**src/rtl/intr_ctrl_pkg.sv**
```systemverilog
// Shared types for the interrupt controller: channel vector type and the
// bus-interrupt pulse FSM state encoding.
package intr_ctrl_pkg;
  localparam int INTR_NUM = 4;
  typedef logic [INTR_NUM-1:0] intr_t;
  typedef enum logic {ST_IDLE, ST_PULSE} pulse_st_e;
endpackage

```
**src/rtl/intr_ctrl_if.sv**
```systemverilog
// Interrupt bundle between event sources / CPU register block (master)
// and the interrupt controller (slave).
interface intr_ctrl_if #(parameter int NUM_INTR = 4);
  logic [NUM_INTR-1:0] intr_signal_i;
  logic [NUM_INTR-1:0] intr_force_i;
  logic [NUM_INTR-1:0] intr_clear_i;
  logic [NUM_INTR-1:0] intr_mask_i;
  logic [NUM_INTR-1:0] intr_status_o;
  logic [NUM_INTR-1:0] intr_overflow_o;
  logic                intr_pending_o;
  logic [3:0]          intr_id_o;
  logic                bus_intr_o;

  modport master (
    output intr_signal_i, intr_force_i, intr_clear_i, intr_mask_i,
    input  intr_status_o, intr_overflow_o, intr_pending_o, intr_id_o, bus_intr_o
  );
  modport slave (
    input  intr_signal_i, intr_force_i, intr_clear_i, intr_mask_i,
    output intr_status_o, intr_overflow_o, intr_pending_o, intr_id_o, bus_intr_o
  );
endinterface

```
**src/rtl/intr_ctrl_prio_enc.sv**
```systemverilog
// Fixed-priority encoder: index of the lowest set bit (bit 0 wins), plus an
// any-set flag. Upper id bits stay 0 for narrow vectors.
module intr_prio_enc #(
  parameter int N = 4
) (
  input  logic [N-1:0] vec,
  output logic [3:0]   id,
  output logic         any
);
  always_comb begin
    id = '0;
    for (int i = N - 1; i >= 0; i--)
      if (vec[i]) id = 4'(i);
  end

  assign any = |vec;
endmodule

```
**src/rtl/intr_ctrl.sv**
```systemverilog
// Interrupt controller: sticky status/overflow per channel, masked pending
// decode, and a CPU interrupt driven as a level or a retriggerable pulse.
module intr_ctrl
  import intr_ctrl_pkg::*;
#(
  parameter int NUM_INTR     = INTR_NUM,
  parameter bit OUT_PULSE    = 1'b1,
  parameter int PULSE_CYCLES = 1
) (
  input  logic        clk,
  input  logic        reset_n_i,
  intr_ctrl_if.slave  bus
);
  logic [NUM_INTR-1:0] set, status_q, status_nx, ovf_q, ovf_nx, mask_q;
  logic                new_evt, bus_q;

  assign set       = bus.intr_signal_i | bus.intr_force_i;
  // Set beats a same-cycle clear; overflow only counts uncleared re-hits.
  assign status_nx = (status_q & ~bus.intr_clear_i) | set;
  assign ovf_nx    = (ovf_q & ~bus.intr_clear_i) | (set & status_q & ~bus.intr_clear_i);
  assign new_evt   = |((set & ~status_q & bus.intr_mask_i) |
                       (bus.intr_mask_i & ~mask_q & status_q));

  always_ff @(posedge clk or negedge reset_n_i) begin
    if (!reset_n_i) begin
      status_q <= '0;
      ovf_q    <= '0;
      mask_q   <= '0;
    end else begin
      status_q <= status_nx;
      ovf_q    <= ovf_nx;
      mask_q   <= bus.intr_mask_i;
    end
  end

  intr_prio_enc #(.N(NUM_INTR)) u_enc (
    .vec (status_q & bus.intr_mask_i),
    .id  (bus.intr_id_o),
    .any (bus.intr_pending_o)
  );

  generate
    if (OUT_PULSE) begin : g_pulse
      localparam int CNT_W = $clog2(PULSE_CYCLES + 1);
      localparam logic [CNT_W-1:0] RELOAD = CNT_W'(PULSE_CYCLES - 1);
      pulse_st_e        state_q, state_nx;
      logic [CNT_W-1:0] cnt_q, cnt_nx;
      logic             bus_nx;

      always_ff @(posedge clk or negedge reset_n_i) begin
        if (!reset_n_i) begin
          state_q <= ST_IDLE;
          cnt_q   <= '0;
          bus_q   <= 1'b0;
        end else begin
          state_q <= state_nx;
          cnt_q   <= cnt_nx;
          bus_q   <= bus_nx;
        end
      end

      // Single-cycle pulses never leave IDLE.
      always_comb begin
        state_nx = state_q;
        case (state_q)
          ST_IDLE:  if (new_evt && PULSE_CYCLES > 1) state_nx = ST_PULSE;
          ST_PULSE: if (!new_evt && cnt_q == '0)     state_nx = ST_IDLE;
          default:  state_nx = ST_IDLE;
        endcase
      end

      always_comb begin
        cnt_nx = cnt_q;
        bus_nx = bus_q;
        case (state_q)
          ST_IDLE: begin
            bus_nx = new_evt;
            if (new_evt) cnt_nx = RELOAD;
          end
          ST_PULSE: begin
            if (new_evt) begin
              cnt_nx = RELOAD;
              bus_nx = 1'b1;
            end else if (cnt_q == '0) begin
              bus_nx = 1'b0;
            end else begin
              cnt_nx = cnt_q - CNT_W'(1);
            end
          end
          default: bus_nx = 1'b0;
        endcase
      end
    end else begin : g_level
      always_ff @(posedge clk or negedge reset_n_i) begin
        if (!reset_n_i) bus_q <= 1'b0;
        else            bus_q <= |(status_nx & bus.intr_mask_i);
      end
    end
  endgenerate

  assign bus.intr_status_o   = status_q;
  assign bus.intr_overflow_o = ovf_q;
  assign bus.bus_intr_o      = bus_q;
endmodule

```
**src/flat_wrapper.sv**
```systemverilog
// flat-port wrapper written by rule: the top's interface ports become plain ports
module intr_ctrl_flat import intr_ctrl_pkg::*;
#(
  parameter int NUM_INTR     = INTR_NUM,
  parameter bit OUT_PULSE    = 1'b1,
  parameter int PULSE_CYCLES = 1
)
  (clk, reset_n_i, bus_intr_signal_i, bus_intr_force_i, bus_intr_clear_i, bus_intr_mask_i, bus_intr_status_o, bus_intr_overflow_o, bus_intr_pending_o, bus_intr_id_o, bus_bus_intr_o);
  intr_ctrl_if #(.NUM_INTR(NUM_INTR)) bus_i ();
  input  logic clk;
  input  logic reset_n_i;
  input wire logic [$bits(bus_i.intr_signal_i)-1:0] bus_intr_signal_i;
  input wire logic [$bits(bus_i.intr_force_i)-1:0] bus_intr_force_i;
  input wire logic [$bits(bus_i.intr_clear_i)-1:0] bus_intr_clear_i;
  input wire logic [$bits(bus_i.intr_mask_i)-1:0] bus_intr_mask_i;
  output wire logic [$bits(bus_i.intr_status_o)-1:0] bus_intr_status_o;
  output wire logic [$bits(bus_i.intr_overflow_o)-1:0] bus_intr_overflow_o;
  output wire logic [$bits(bus_i.intr_pending_o)-1:0] bus_intr_pending_o;
  output wire logic [$bits(bus_i.intr_id_o)-1:0] bus_intr_id_o;
  output wire logic [$bits(bus_i.bus_intr_o)-1:0] bus_bus_intr_o;
  assign bus_i.intr_signal_i = bus_intr_signal_i;
  assign bus_i.intr_force_i = bus_intr_force_i;
  assign bus_i.intr_clear_i = bus_intr_clear_i;
  assign bus_i.intr_mask_i = bus_intr_mask_i;
  assign bus_intr_status_o = bus_i.intr_status_o;
  assign bus_intr_overflow_o = bus_i.intr_overflow_o;
  assign bus_intr_pending_o = bus_i.intr_pending_o;
  assign bus_intr_id_o = bus_i.intr_id_o;
  assign bus_bus_intr_o = bus_i.bus_intr_o;
  intr_ctrl #(.NUM_INTR(NUM_INTR), .OUT_PULSE(OUT_PULSE), .PULSE_CYCLES(PULSE_CYCLES)) u_core (.clk(clk), .reset_n_i(reset_n_i), .bus(bus_i));
endmodule
```
**config.mk**
```make
export PLATFORM = sky130hd
export DESIGN_NAME = intr_ctrl_flat
export DESIGN_NICKNAME = d
export VERILOG_FILES = /design/src/rtl/intr_ctrl_pkg.sv /design/src/rtl/intr_ctrl_if.sv /design/src/rtl/intr_ctrl_prio_enc.sv /design/src/rtl/intr_ctrl.sv /design/src/flat_wrapper.sv
export SDC_FILE = /design/constraint.sdc
export NUM_CORES = 1
export LEC_CHECK = 0
export BUFFER_PORTS_ARGS = -buffer_cell sky130_fd_sc_hd__buf_2
export CAP_MARGIN = 10
export CORE_ASPECT_RATIO = 1.25
export CORE_UTILIZATION = 31
export CTS_BUF_LIST = sky130_fd_sc_hd__clkbuf_8
export DETAILED_ROUTE_END_ITERATION = 8
export GPL_ROUTABILITY_DRIVEN = 0
export MAX_ROUTING_LAYER = met4
export PLACE_DENSITY = 0.65
export SLEW_MARGIN = 0
export SYNTH_ARGS = -nofsm -noshare
export SYNTH_HDL_FRONTEND = slang
export SYNTH_SLANG_ARGS = --single-unit
```
**constraint.sdc**
```tcl
create_clock -name clk -period 2.8 [get_ports clk]
set_input_delay 0 -clock clk [delete_from_list [all_inputs] [get_ports clk]]
set_output_delay 0 -clock clk [all_outputs]
set_load 0.01 [all_outputs]
```
* After elaboration in Yosys (flattened, before gate mapping)
Index checks and enable logic that the tools add are counted.
** Word-level totals
- Register bits after elaboration :: 15
- Bits in latches :: 0
- Bits in writable memories :: 0
- Bits in read-only memories :: 0
- Input port bits :: 18
- Output and inout bits :: 14
- Memories kept :: 0
** Operators by class
- Add/subtract/negate cells :: 1
- Multiply operators :: 0
- Div/mod/pow operators :: 0
- $lt $le $gt $ge :: 0
- Eq/ne operators :: 2
- Shift-type cells :: 0
- Muxes and demuxes :: 13
- Bitwise gates (word level) :: 18
- Reduce and logical (&&, ||, !) cells :: 4
** Operators by type and width (number)
- 4-bit AND :: 9
- 4-bit bitwise OR :: 4
- 4-bit 2-to-1 mux :: 3
- 4-bit inverter :: 3
- 4-bit OR reduction :: 2
- 1-bit 2-to-1 mux :: 7
- 1-bit one-hot mux with 2 select lines :: 2
- 3-bit by 2-bit inequality test with 1-bit output (second input constant) :: 1
- 2-bit 2-to-1 mux :: 1
- 2-bit by 1-bit inequality test with 1-bit output (second input constant) :: 1
- 1-bit inverter :: 2
- 1-bit logical AND :: 1
- 1-bit logical NOT :: 1
- 1-bit subtractor (second input constant) :: 1

* Logic depth before layout (Yosys ltp)
- Depth after elaboration :: 9
- Gate-level depth with buffers :: 3
- Gate-level depth less buffers :: 3

* Hierarchy
From an unflattened synthesis, not the netlist that was laid out.
** Second synthesis, totals
- Cells, all modules :: 60
- Area total of the unflattened synthesis :: 576.8 µm²
** By module, submodules not included
- intr_ctrl :: times used 1, cells an instance 50, area each 523.0 µm², sequential area each 325.3 µm²
- intr_prio_enc :: times used 1, cells an instance 10, area each 53.8 µm², sequential area each 0.0 µm²

* Least setup slack after synthesis
OpenSTA, ideal clock, no wires.
- Path kind :: register to register
- From :: register u_core.status_q[0] (netlist: u_core.bus.intr_status_o[0])
- To :: register u_core.bus_q (netlist: u_core.bus.bus_intr_o)
- Library setup time :: 0.137 ns
- Arrival time :: 1.016 ns
- Data required time :: 2.663 ns
- Slack :: 1.646 ns
- Stages on the path, launching flop included :: 4
- Path buffers :: 0
- Period minus slack after synthesis :: 1.154 ns
- Cell sequence :: dfrtp_1 > or3_1 > a32oi_1 > nand3_1
** On the way
- Longest elaborated chain between the ends :: 7
** RTL lines
- start, declared :: RTL line intr_ctrl.sv:14 : logic [NUM_INTR-1:0] set, status_q, status_nx, ovf_q, ovf_nx, mask_q;
- start signal, assigned :: RTL line intr_ctrl.sv:30 : status_q <= status_nx;
- 4-bit inverter :: RTL line intr_ctrl.sv:21 : assign new_evt = |((set & ~status_q & bus.intr_mask_i) |
- 4-bit AND (2 in a row) :: RTL line intr_ctrl.sv:21
- 4-bit bitwise OR (*) :: RTL line intr_ctrl.sv:21
- 4-bit OR reduction (*) :: RTL line intr_ctrl.sv:21
- 1-bit 2-to-1 mux :: RTL line intr_ctrl.sv:81 : if (new_evt) begin
- 1-bit one-hot mux with 2 select lines (*) :: RTL line intr_ctrl.sv:75 : case (state_q)
- via u_core.g_pulse.bus_nx :: RTL line intr_ctrl.sv:48 : logic bus_nx;
- end signal, assigned :: RTL line intr_ctrl.sv:58 : bus_q <= bus_nx;
- end, declared :: RTL line intr_ctrl.sv:15 : logic new_evt, bus_q;
Mark *: on every way through the listed nets, which the timed path passes. The rest lies on a longest branch.
A chain may end at the register's enable or synchronous reset.

* Worst setup path after layout
- From :: input bus_intr_signal_i[0]
- To :: register u_core.status_q[0] (netlist: u_core.bus.intr_status_o[0])
** On the way
- Longest elaborated chain between the ends :: 2
** RTL lines
- start, declared :: RTL line flat_wrapper.sv:12 : input wire logic [$bits(bus_i.intr_signal_i)-1:0] bus_intr_signal_i;
- 4-bit bitwise OR :: RTL line intr_ctrl.sv:17 : assign set = bus.intr_signal_i | bus.intr_force_i;
- 4-bit bitwise OR :: RTL line intr_ctrl.sv:19 : assign status_nx = (status_q & ~bus.intr_clear_i) | set;
- via u_core.status_nx[0] :: RTL line intr_ctrl.sv:14
The timed path passes the listed nets, and every way through them passes these cells.

==> flow_summary.ini <==
[sta]
fin_setup_tns_ns = 0
fin_crit_sh = 0.439
fin_skew_ns = 0.00177
hold_violations = 0
fin_crit_ns = 1.23
setup_slack_ns = 1.57
rsz0062_at_grt = no
whs_ns = 0.0125
setup_viol = 0
maxSlewViolCount = 0
fmax_ghz = 0.813

[route]
drt_iter0_drc = 3
first_pass_iters = 4
drc = 0
via_per_inst = 4.72
vias = 566
wl_per_cell_um = 11.9
routed_wl_um = 1430
ant_nets = 0

[global_route]
grt_usage = 0.164
met1_usage = 0.193
gr-usage-met3 = 0.0274
gr-usage-met2 = 0.262
grt_max_degree = 14
grt_antenna_before_repair = 0
grt_pass1_vias = 521
grt_pass1_wl_um = 2190
gr-total-overflow = 0
busiest_layer = met2

[layout]
antennaDiodeCount = 0
nFillCells = 153
nNetsFinal = 121
stdcell_count = 120
synthToLayoutAreaGrowth_pct = 59.8
fin_area_um2 = 886
post-route-util = 0.546
drive_gt1_frac = 0.314

[placed_design]
pre_cts_ws_ns = 1.62
placed_cells = 103
dp_hpwl_um = 997
placed_area_um2 = 711
io_buffers = 29

[clock_tree]
cts_tree = built
cts_buffer_depth = 2
cts_sinks = 13
numCtsBuffers = 3
clock-root-buffer = clkbuf_8
clock_latency_ns = 0.24
h-tree-depth = 1
cts_setup_buffers = 0
clkSlewWorstSetupHoldPaths_ns = 0.06

[floorplan]
initial_core_util = 0.342
floorplan.rows = 16
die_w_um = 39.8
die_h_um = 49.3
fp.dieArea_mm2 = 0.00196
core_mm2 = 0.00162
num_io_pins = 32

[critical_path]
ff2ff_path_depth = 3
critPathRequiredTime_ns = 2.92
critPathMaxFanout = 3
r2r-end = u_core.bus.bus_intr_o$_DFF_PN0_
setup.worst_path.start_class = input pin
r2r_setup_slack_ns = 1.63
regToRegStartpoint = u_core.bus.intr_status_o[0]$_DFF_PN0_
cp-end-kind = flip-flop
worstSetupEndpoint = u_core.bus.intr_status_o[0]$_DFF_PN0_
crit_type = in2reg
startpoint = bus_intr_signal_i[0]
worstPathArrival_ns = 1.35

[run]
drv_cap = 0

[pwr]
p_leak_nw = 0.457
switching_share = 0.246
fin_total_pwr_mw = 0.443
clockPowerShare = 0.366
combPwrFrac = 0.167
pwr-share-seq = 0.467
cellInternalPower_mw = 0.334
peakVddDrop_mv = 0.288
powerDensity_mw_per_mm2 = 500
p_switching_mw = 0.109

[synth]
syn_avg_cell_area_um2 = 9.72
ys_ff_latch = 13
netlist_instances = 57
yosysSeqAreaShare = 0.587
yosysUniqueCellTypes = 15
synth_warnings = 0
synth_area_um2 = 554

[min_path]
hold_path.class = in2reg
min_path_cells = 3

[run_status]
outcome = complete, no violations
-- per-layer routing --
metal	share of wire	wire [um]
met2	0.52	750
met5	0	0
met3	0.031	45
met4	0.025	36
met1	0.42	598
-- state kept, by name, summed over array words and instances, names as in the netlist --
register                    count
u_core.bus.intr_overflow_o      4
u_core.bus.intr_status_o        4
u_core.mask_q                   4
u_core.bus.bus_intr_o           1
-- cell usage in the layout (no fill, tap or decap) --
cell type / synthesis / layout
a21boi_0: 1 / 1
a21oi_1: 5 / 5
a22oi_1: 2 / 2
a32oi_1: 2 / 2
buf_2: 0 / 29
clkbuf_8: 0 / 3
conb_1: 1 / 2
dfrtp_1: 13 / 13
dlygate4sd3_1: 0 / 13
inv_1: 8 / 9
nand2_1: 5 / 5
nand3_1: 1 / 1
nor2_1: 4 / 4
nor2b_1: 1 / 1
o21ai_0: 8 / 8
o311ai_0: 2 / 2
or3_1: 2 / 2
-- area by class of cell --
cell class	count	area, um^2	share of cell area
Tap cell	18	22.5	0.0254
Sequential cell	13	325	0.367
Inverter	8	30.0	0.0339
Clock inverter	1	3.75	0.00424
Clock buffer	3	41.3	0.0466
Multi-Input combinational cell	35	188	0.212
Timing Repair Buffer	42	275	0.311
-- synth_stat cells --
| cell type | number | area (um^2) |
|---|---|---|
| o311ai_0 | 2 | 17.5 |
| a21boi_0 | 1 | 7.51 |
| inv_1 | 8 | 30.0 |
| nand2_1 | 5 | 18.8 |
| nor2_1 | 4 | 15.0 |
| a21oi_1 | 5 | 25.0 |
| o21ai_0 | 8 | 40.0 |
| a22oi_1 | 2 | 15.0 |
| a32oi_1 | 2 | 17.5 |
| or3_1 | 2 | 12.5 |
| nand3_1 | 1 | 5.00 |
| nor2b_1 | 1 | 6.26 |
| dfrtp_1 | 13 | 325 |
| conb_1 | 1 | 3.75 |
| buf_4 | 2 | 15.0 |
-- power by group through the flow --
stage | Clock (mW) | Sequential [mW] | Combinational (mW)
after floorplan | 0 | 0.214 | 0.0223
after global placement | 0 | 0.210 | 0.0590
after detailed placement | 0 | 0.210 | 0.0601
after CTS | 0.169 | 0.207 | 0.0741
after global routing | 0.175 | 0.209 | 0.0828
final | 0.162 | 0.207 | 0.0739
-- worst min path at each step --
stage                               startpoint                                 endpoint  slack [ns]
after floorplan                      reset_n_i          u_core.bus.bus_intr_o$_DFF_PN0_       -0.30
after CTS                 bus_intr_signal_i[2]    u_core.bus.intr_status_o[2]$_DFF_PN0_       0.002
after detailed placement             reset_n_i  u_core.bus.intr_overflow_o[2]$_DFF_PN0_       -0.09
after global placement               reset_n_i  u_core.bus.intr_overflow_o[2]$_DFF_PN0_        -0.1
final                     bus_intr_signal_i[2]    u_core.bus.intr_status_o[2]$_DFF_PN0_        0.01
after global routing      bus_intr_signal_i[3]    u_core.bus.intr_status_o[3]$_DFF_PN0_        0.04
-- logic make-up after synthesis --
group | after synthesis | share of synthesized area
simple gates | 13 | 0.104
flops | 13 | 0.587
compound gates | 20 | 0.221
other cells | 1 | 0.00677
buf+inv | 10 | 0.0813
-- what timing repair did --
item | in CTS | in global routing
hold endpoints to repair | 25 | 0
resized for setup | 0 | 0
hold buffers | 13 | 0
-- critical path: stages --
cell and delay [ns]:
dlygate4sd3_1 0.53, buf_2 0.13, nor2_1 0.07, dlygate4sd3_1 0.54
o21ai_0 0.08
No activity file was read; power rests on OpenSTA's default activity.
